===== src/rtl/boton_pkg.sv =====
// Shared types and helpers for the push-button front end (boton_pulse_array).
package boton_pkg;

  // Per-channel press state; REPEAT is only reachable when AUTOREPEAT_EN is defined.
  typedef enum logic [1:0] {
    IDLE   = 2'd0,
    HELD   = 2'd1,
    REPEAT = 2'd2
  } btn_st_t;

  localparam int N_CH_DEF       = 4;
  localparam int DEB_CYCLES_DEF = 16;
  localparam int REP_DELAY_DEF  = 1000;
  localparam int REP_PERIOD_DEF = 250;

  // Counter width large enough to hold the largest terminal count without wrapping.
  function automatic int cnt_w(input int deb, input int dly, input int per);
    int m;
    m = deb;
    if (dly > m) m = dly;
    if (per > m) m = per;
    return $clog2(m + 1);
  endfunction

endpackage


===== src/rtl/boton_chan.sv =====
// One button channel: 2-flop synchroniser, debouncer, press FSM and (with
// AUTOREPEAT_EN defined) a hold counter generating repeat pulses.
//
// Handshake note: there is no valid/ready pair here; pulse is a single-cycle
// strobe and level is a plain registered level, both valid every cycle.
module boton_chan
  import boton_pkg::*;
#(
  parameter int DEB_CYCLES = DEB_CYCLES_DEF,
  parameter int REP_DELAY  = REP_DELAY_DEF,
  parameter int REP_PERIOD = REP_PERIOD_DEF
) (
  input  logic    clk,
  input  logic    rst,
  input  logic    boton_n,
  input  logic    en,
  output logic    pulse,
  output logic    pulse_nxt,
  output logic    level,
  output btn_st_t st
);

  localparam int CW = cnt_w(DEB_CYCLES, REP_DELAY, REP_PERIOD);
  localparam logic [CW-1:0] DEB_TOP = CW'(DEB_CYCLES - 1);

  logic          s1_q, s1_d;
  logic          s2_q, s2_d;
  logic          level_q, level_d;
  logic          pulse_q, pulse_d;
  logic [CW-1:0] dcnt_q, dcnt_d;
  btn_st_t       st_q, st_d;
  logic          fire;

  // Synchroniser: invert so that 1 means pressed from the first flop on.
  always_comb begin
    s1_d = ~boton_n;
    s2_d = s1_q;
  end

  // Debounce: accept a new level only after DEB_CYCLES consecutive disagreeing samples.
  always_comb begin
    level_d = level_q;
    dcnt_d  = '0;
    if (s2_q != level_q) begin
      if (dcnt_q >= DEB_TOP) begin
        level_d = s2_q;
      end else begin
        dcnt_d = dcnt_q + CW'(1);
      end
    end
  end

`ifdef AUTOREPEAT_EN
  localparam logic [CW-1:0] DLY_TOP = CW'(REP_DELAY - 1);
  localparam logic [CW-1:0] PER_TOP = CW'(REP_PERIOD - 1);

  logic [CW-1:0] hcnt_q, hcnt_d;

  // Press FSM with autorepeat; release (level falling) beats any repeat tick.
  always_comb begin
    st_d   = st_q;
    hcnt_d = hcnt_q;
    fire   = 1'b0;
    case (st_q)
      IDLE: begin
        hcnt_d = '0;
        if (level_d && !level_q) begin
          st_d = HELD;
          fire = 1'b1;
        end
      end
      HELD: begin
        if (!level_d) begin
          st_d   = IDLE;
          hcnt_d = '0;
        end else if (hcnt_q >= DLY_TOP) begin
          st_d   = REPEAT;
          hcnt_d = '0;
          fire   = 1'b1;
        end else begin
          hcnt_d = hcnt_q + CW'(1);
        end
      end
      REPEAT: begin
        if (!level_d) begin
          st_d   = IDLE;
          hcnt_d = '0;
        end else if (hcnt_q >= PER_TOP) begin
          hcnt_d = '0;
          fire   = 1'b1;
        end else begin
          hcnt_d = hcnt_q + CW'(1);
        end
      end
      default: begin
        st_d   = IDLE;
        hcnt_d = '0;
      end
    endcase
  end

  // Hold counter register.
  always_ff @(posedge clk) begin
    if (rst) hcnt_q <= '0;
    else     hcnt_q <= hcnt_d;
  end
`else
  // Press FSM without autorepeat: one pulse per debounced press.
  always_comb begin
    st_d = st_q;
    fire = 1'b0;
    case (st_q)
      IDLE: begin
        if (level_d && !level_q) begin
          st_d = HELD;
          fire = 1'b1;
        end
      end
      HELD: begin
        if (!level_d) st_d = IDLE;
      end
      default: st_d = IDLE;
    endcase
  end
`endif

  // Pulse is masked by en in the cycle it would fire; en never touches FSM or level.
  always_comb begin
    pulse_d = fire & en;
  end

  // State registers for sync, debounce, FSM and pulse.
  always_ff @(posedge clk) begin
    if (rst) begin
      s1_q    <= 1'b0;
      s2_q    <= 1'b0;
      level_q <= 1'b0;
      dcnt_q  <= '0;
      st_q    <= IDLE;
      pulse_q <= 1'b0;
    end else begin
      s1_q    <= s1_d;
      s2_q    <= s2_d;
      level_q <= level_d;
      dcnt_q  <= dcnt_d;
      st_q    <= st_d;
      pulse_q <= pulse_d;
    end
  end

  assign pulse     = pulse_q;
  assign pulse_nxt = rst ? 1'b0 : pulse_d;
  assign level     = level_q;
  assign st        = st_q;

endmodule


===== src/rtl/boton_pulse_array.sv =====
// N-channel push-button front end: one boton_chan per button plus a registered
// any_pulse. Define AUTOREPEAT_EN to build in hold-to-autorepeat.
// dbg_st exposes each channel's press state (2 bits per channel, btn_st_t encoding).
module boton_pulse_array
  import boton_pkg::*;
#(
  parameter int N_CH       = N_CH_DEF,
  parameter int DEB_CYCLES = DEB_CYCLES_DEF,
  parameter int REP_DELAY  = REP_DELAY_DEF,
  parameter int REP_PERIOD = REP_PERIOD_DEF
) (
  input  logic              clk,
  input  logic              rst,
  input  logic [N_CH-1:0]   boton,
  input  logic [N_CH-1:0]   en,
  output logic [N_CH-1:0]   pulse,
  output logic [N_CH-1:0]   level,
  output logic              any_pulse,
  output logic [2*N_CH-1:0] dbg_st
);

  logic [N_CH-1:0] pulse_nxt;
  logic            any_pulse_q, any_pulse_d;

  for (genvar i = 0; i < N_CH; i++) begin : g_chan
    btn_st_t chan_st;

    boton_chan #(
      .DEB_CYCLES (DEB_CYCLES),
      .REP_DELAY  (REP_DELAY),
      .REP_PERIOD (REP_PERIOD)
    ) u_chan (
      .clk       (clk),
      .rst       (rst),
      .boton_n   (boton[i]),
      .en        (en[i]),
      .pulse     (pulse[i]),
      .pulse_nxt (pulse_nxt[i]),
      .level     (level[i]),
      .st        (chan_st)
    );

    assign dbg_st[2*i +: 2] = chan_st;
  end

  // any_pulse is registered alongside the channel pulses so both rise in the same cycle.
  always_comb begin
    any_pulse_d = |pulse_nxt;
  end

  // any_pulse register.
  always_ff @(posedge clk) begin
    if (rst) any_pulse_q <= 1'b0;
    else     any_pulse_q <= any_pulse_d;
  end

  assign any_pulse = any_pulse_q;

endmodule


===== config.mk =====
export PLATFORM = sky130hd
export DESIGN_NAME = boton_pulse_array
export DESIGN_NICKNAME = d
export VERILOG_FILES = /design/src/rtl/boton_pkg.sv /design/src/rtl/boton_chan.sv /design/src/rtl/boton_pulse_array.sv
export SDC_FILE = /design/constraint.sdc
export NUM_CORES = 1
export LEC_CHECK = 0
export ABC_AREA = 0
export BUFFER_PORTS_ARGS = -buffer_cell sky130_fd_sc_hd__buf_2
export CAP_MARGIN = 20
export CORE_MARGIN = 2
export CORE_UTILIZATION = 58
export DETAILED_ROUTE_END_ITERATION = 10
export PLACE_DENSITY_LB_ADDON = 0.3
export RECOVER_POWER = 100
export SLEW_MARGIN = 10
export SYNTH_ARGS = -nofsm -noshare
export SYNTH_HDL_FRONTEND = slang
export SYNTH_SLANG_ARGS = --single-unit

===== constraint.sdc =====
create_clock -name clk -period 4.2 [get_ports clk]
set_clock_uncertainty 0.2 [all_clocks]
set_input_delay 0.63 -clock clk [delete_from_list [all_inputs] [get_ports clk]]
set_output_delay 0.63 -clock clk [all_outputs]
set_load 0.03 [all_outputs]

==> results.toml <==
[run_status]
status = "finished clean"

[logic_synthesis]
synthFlopType = "dfxtp_1"
ys.warnings.count = 0
synth.largest_area_cell = "dfxtp_1"
syn-cell-area_mm2 = 0.00201
ys_top_cells_by_area = "dfxtp_1 61%, nor2_1 4.9%, buf_4 4.5%"
synth-xor-area-share = 0.0522
ys_async_sr_fraction = 0
post_synth.cell_area_avg_um2 = 11.4
yosysUniqueCellTypes = 24
ys_seq_elements = 61
yosysSeqAreaShare = 0.607
synth-adder-area-share = 0.0249
synth_compound_area_frac = 0.0124
synth_edf_count = 0
synth_top_family_by_area = "simple AND/OR/NAND/NOR gates"
yosys.area_share.simple = 0.206
synth_mux_area_frac = 0.0398
synthCells = 177
synth_common_cells = "61 x dfxtp_1, 26 x nor2_1, 12 x buf_4"
yosys.area.top_type_share = 0.607
synth.most_common_cell = "dfxtp_1"

[hold_path]
hp-class = "input port to flip-flop"

[timing]
max_slew_margin = 0.395
layout_setup_ws_ns = 1.93
rsz0062_at_grt = "no"
tightest_slew_ns = 0.908
finalMaxSlewViolations = 0
report.final.hold_viol_count = 0
fmax_mhz = 441
tns_ns = 0
setup_viol = 0
min_period_ns = 2.27
fin_crit_sh = 0.540

[power]
powerDensity_mw_per_mm2 = 433
leakage_nw = 0.945
p_sw_mw = 0.216
p_int_mw = 0.757
total_power_mw = 0.973
p_clk_frac = 0.335
p_seq_frac = 0.625
swShare = 0.222
ir_drop_uv = 216
combPwrFrac = 0.040

[floorplan]
fp-row-count = 21
fp.coreArea_mm2 = 0.00334
die_y_um = 62.9
floorplan.initialDensity = 0.603
dieArea_mm2 = 0.00396
pin_count = 27
die_x_um = 62.9

[placed_design]
gp_congestion = 0.707
dpl-instance-area_mm2 = 0.00218
portBuffers = 22
place_ws_ns = 2.07
post-dp-hpwl_mm = 2.18

[clock_tree]
cts_made_buffers = 9
cts_hold_buffers = 0
cts-resized-gates = 0
clockBufferDepth = 2
cts_sinks = 61
cts_tree = "built"
cts_max_level = 3
cts.clk_slew.worst_paths_ns = 0.09
clock_latency_ns = 0.38
root_buffer = "clkbuf_4"
postCtsSetupRepairBufs = 0

[final_layout]
num_antenna_cells = 0
seq_area_mm2 = 0.00122
multiInputGateArea_um2 = 752
utilization = 0.673
drive_gt1_frac = 0.119
finalInstanceArea_mm2 = 0.00225
nets = 237
area_delta_synth_final_pct = 11.7
fillers = 282

[setup_path]
regToRegSetupSlack_ns = 1.93
critical_path.endpoint = "any_pulse"
timing.critical_path.from = "g_chan[3].u_chan.dcnt_q[6]"
regToRegStartpoint = "g_chan[3].u_chan.dcnt_q[6]"
worstPathMaxFanout = 4
critPathArrivalTime_ns = 2.32
crit_type = "flip-flop to flip-flop"
required_ns = 4.25
cp-end-kind = "flip-flop"
reg2reg_to = "any_pulse"
r2r_cells = 4
start_kind = "flip-flop"

[global_routing]
grt_first_pass_wirelength_mm = 5.26
overflow = 0
grt_antenna_before_repair = 0
grt_usage = 0.179
grt_pass1_vias = 1281
grt_max_degree = 25

[route]
wire_per_inst_um = 11.0
drt_first_pass_iters = 4
antenna_left = 0
vias_per_cell = 4.60
remaining_drc_errors = 0
drt_wl_total_mm = 2.99
drt_iter0_markers = 44
vias = 1250

[job]
max_cap_violations = 0
## layout make-up
type | instances | area share
repair buffers | 22 | 0.0412
clock inverters | 2 | 0.00445
well taps | 46 | 0.0256
flip-flops and latches | 61 | 0.543
multi-input cells | 125 | 0.335
clock buffers | 12 | 0.0440
inverters | 4 | 0.00668
## cells in the final DEF, fill, tap and decap left out
master	Yosys	routed
inv_1	4	4
nor4_1	1	2
nand3_1	9	11
nor2_1	26	26
conb_1	1	28
nor3_1	6	6
clkinv_2	0	2
buf_2	0	8
or4_2	0	1
or3_1	2	2
nand2b_1	2	2
clkbuf_4	0	9
nor2b_1	4	4
nor4_4	3	2
nor4b_1	4	4
nand3_2	3	1
or2_2	2	2
and3_1	4	4
ha_1	4	4
a31oi_1	4	4
clkbuf_8	0	2
mux2i_1	8	8
xnor2_1	6	6
nand2_1	2	2
xor2_1	6	6
clkbuf_1	2	15
dfxtp_1	61	61
## cell families after synthesis
group,count (synthesis)
other,1
adder cells (fa/ha/maj),4
multiplexers,8
XOR/XNOR,12
buffers and inverters,18
AO/OA/AOI/OAI,4
flip-flops,61
AND/OR/NAND/NOR,69
## worst max-delay path, cell delays in order, from the launching register on
cell and delay, ns:
dfxtp_1 0.31, nor4_1 0.56, nand3_2 0.22, and3_1 0.24, or4_2 0.63
## flip-flops by register name, indices dropped and copies added (netlist names)
register              count
g_chan.u_chan.dcnt_q     40
g_chan.u_chan.level       4
g_chan.u_chan.pulse       4
g_chan.u_chan.s1_q        4
g_chan.u_chan.s2_q        4
g_chan.u_chan.st          4
any_pulse                 1
## power groups by stage
| stage | clock (mW) | sequential [mW] | combinational [mW] |
|---|---|---|---|
| after detailed placement | 0 | 0.623 | 0.0408 |
| final | 0.326 | 0.608 | 0.0392 |
| after CTS | 0.341 | 0.609 | 0.0410 |
| after global routing | 0.373 | 0.610 | 0.0435 |
| after global placement | 0 | 0.621 | 0.0398 |
| after floorplan | 0 | 0.624 | 0.0318 |
## metal layers
layer	track usage	wire length (um)
met2	0.274	1370
met3	0.105	199
met1	0.193	1350
met5	0	0
met4	0.100	72
## through the flow
step                hold slack, ns  instances
detailed placement           0.227        258
global route                 0.147        272
CTS                          0.171        272
floorplan                    0.214        204
global placement             0.217        258
finish                       0.197        272
## how the worst min path moves through the flow
stage	start	to	depth (start not counted)
finish	boton[2]	g_chan[2].u_chan.s1_q	2
floorplan	g_chan[0].u_chan.s1_q	g_chan[0].u_chan.s2_q	1
detailed placement	g_chan[1].u_chan.s1_q	g_chan[1].u_chan.s2_q	1
CTS	boton[2]	g_chan[2].u_chan.s1_q	2
global route	boton[0]	g_chan[0].u_chan.s1_q	2
global placement	g_chan[2].u_chan.s1_q	g_chan[2].u_chan.s2_q	1
Note: power is estimated with default switching activity, not from simulation.
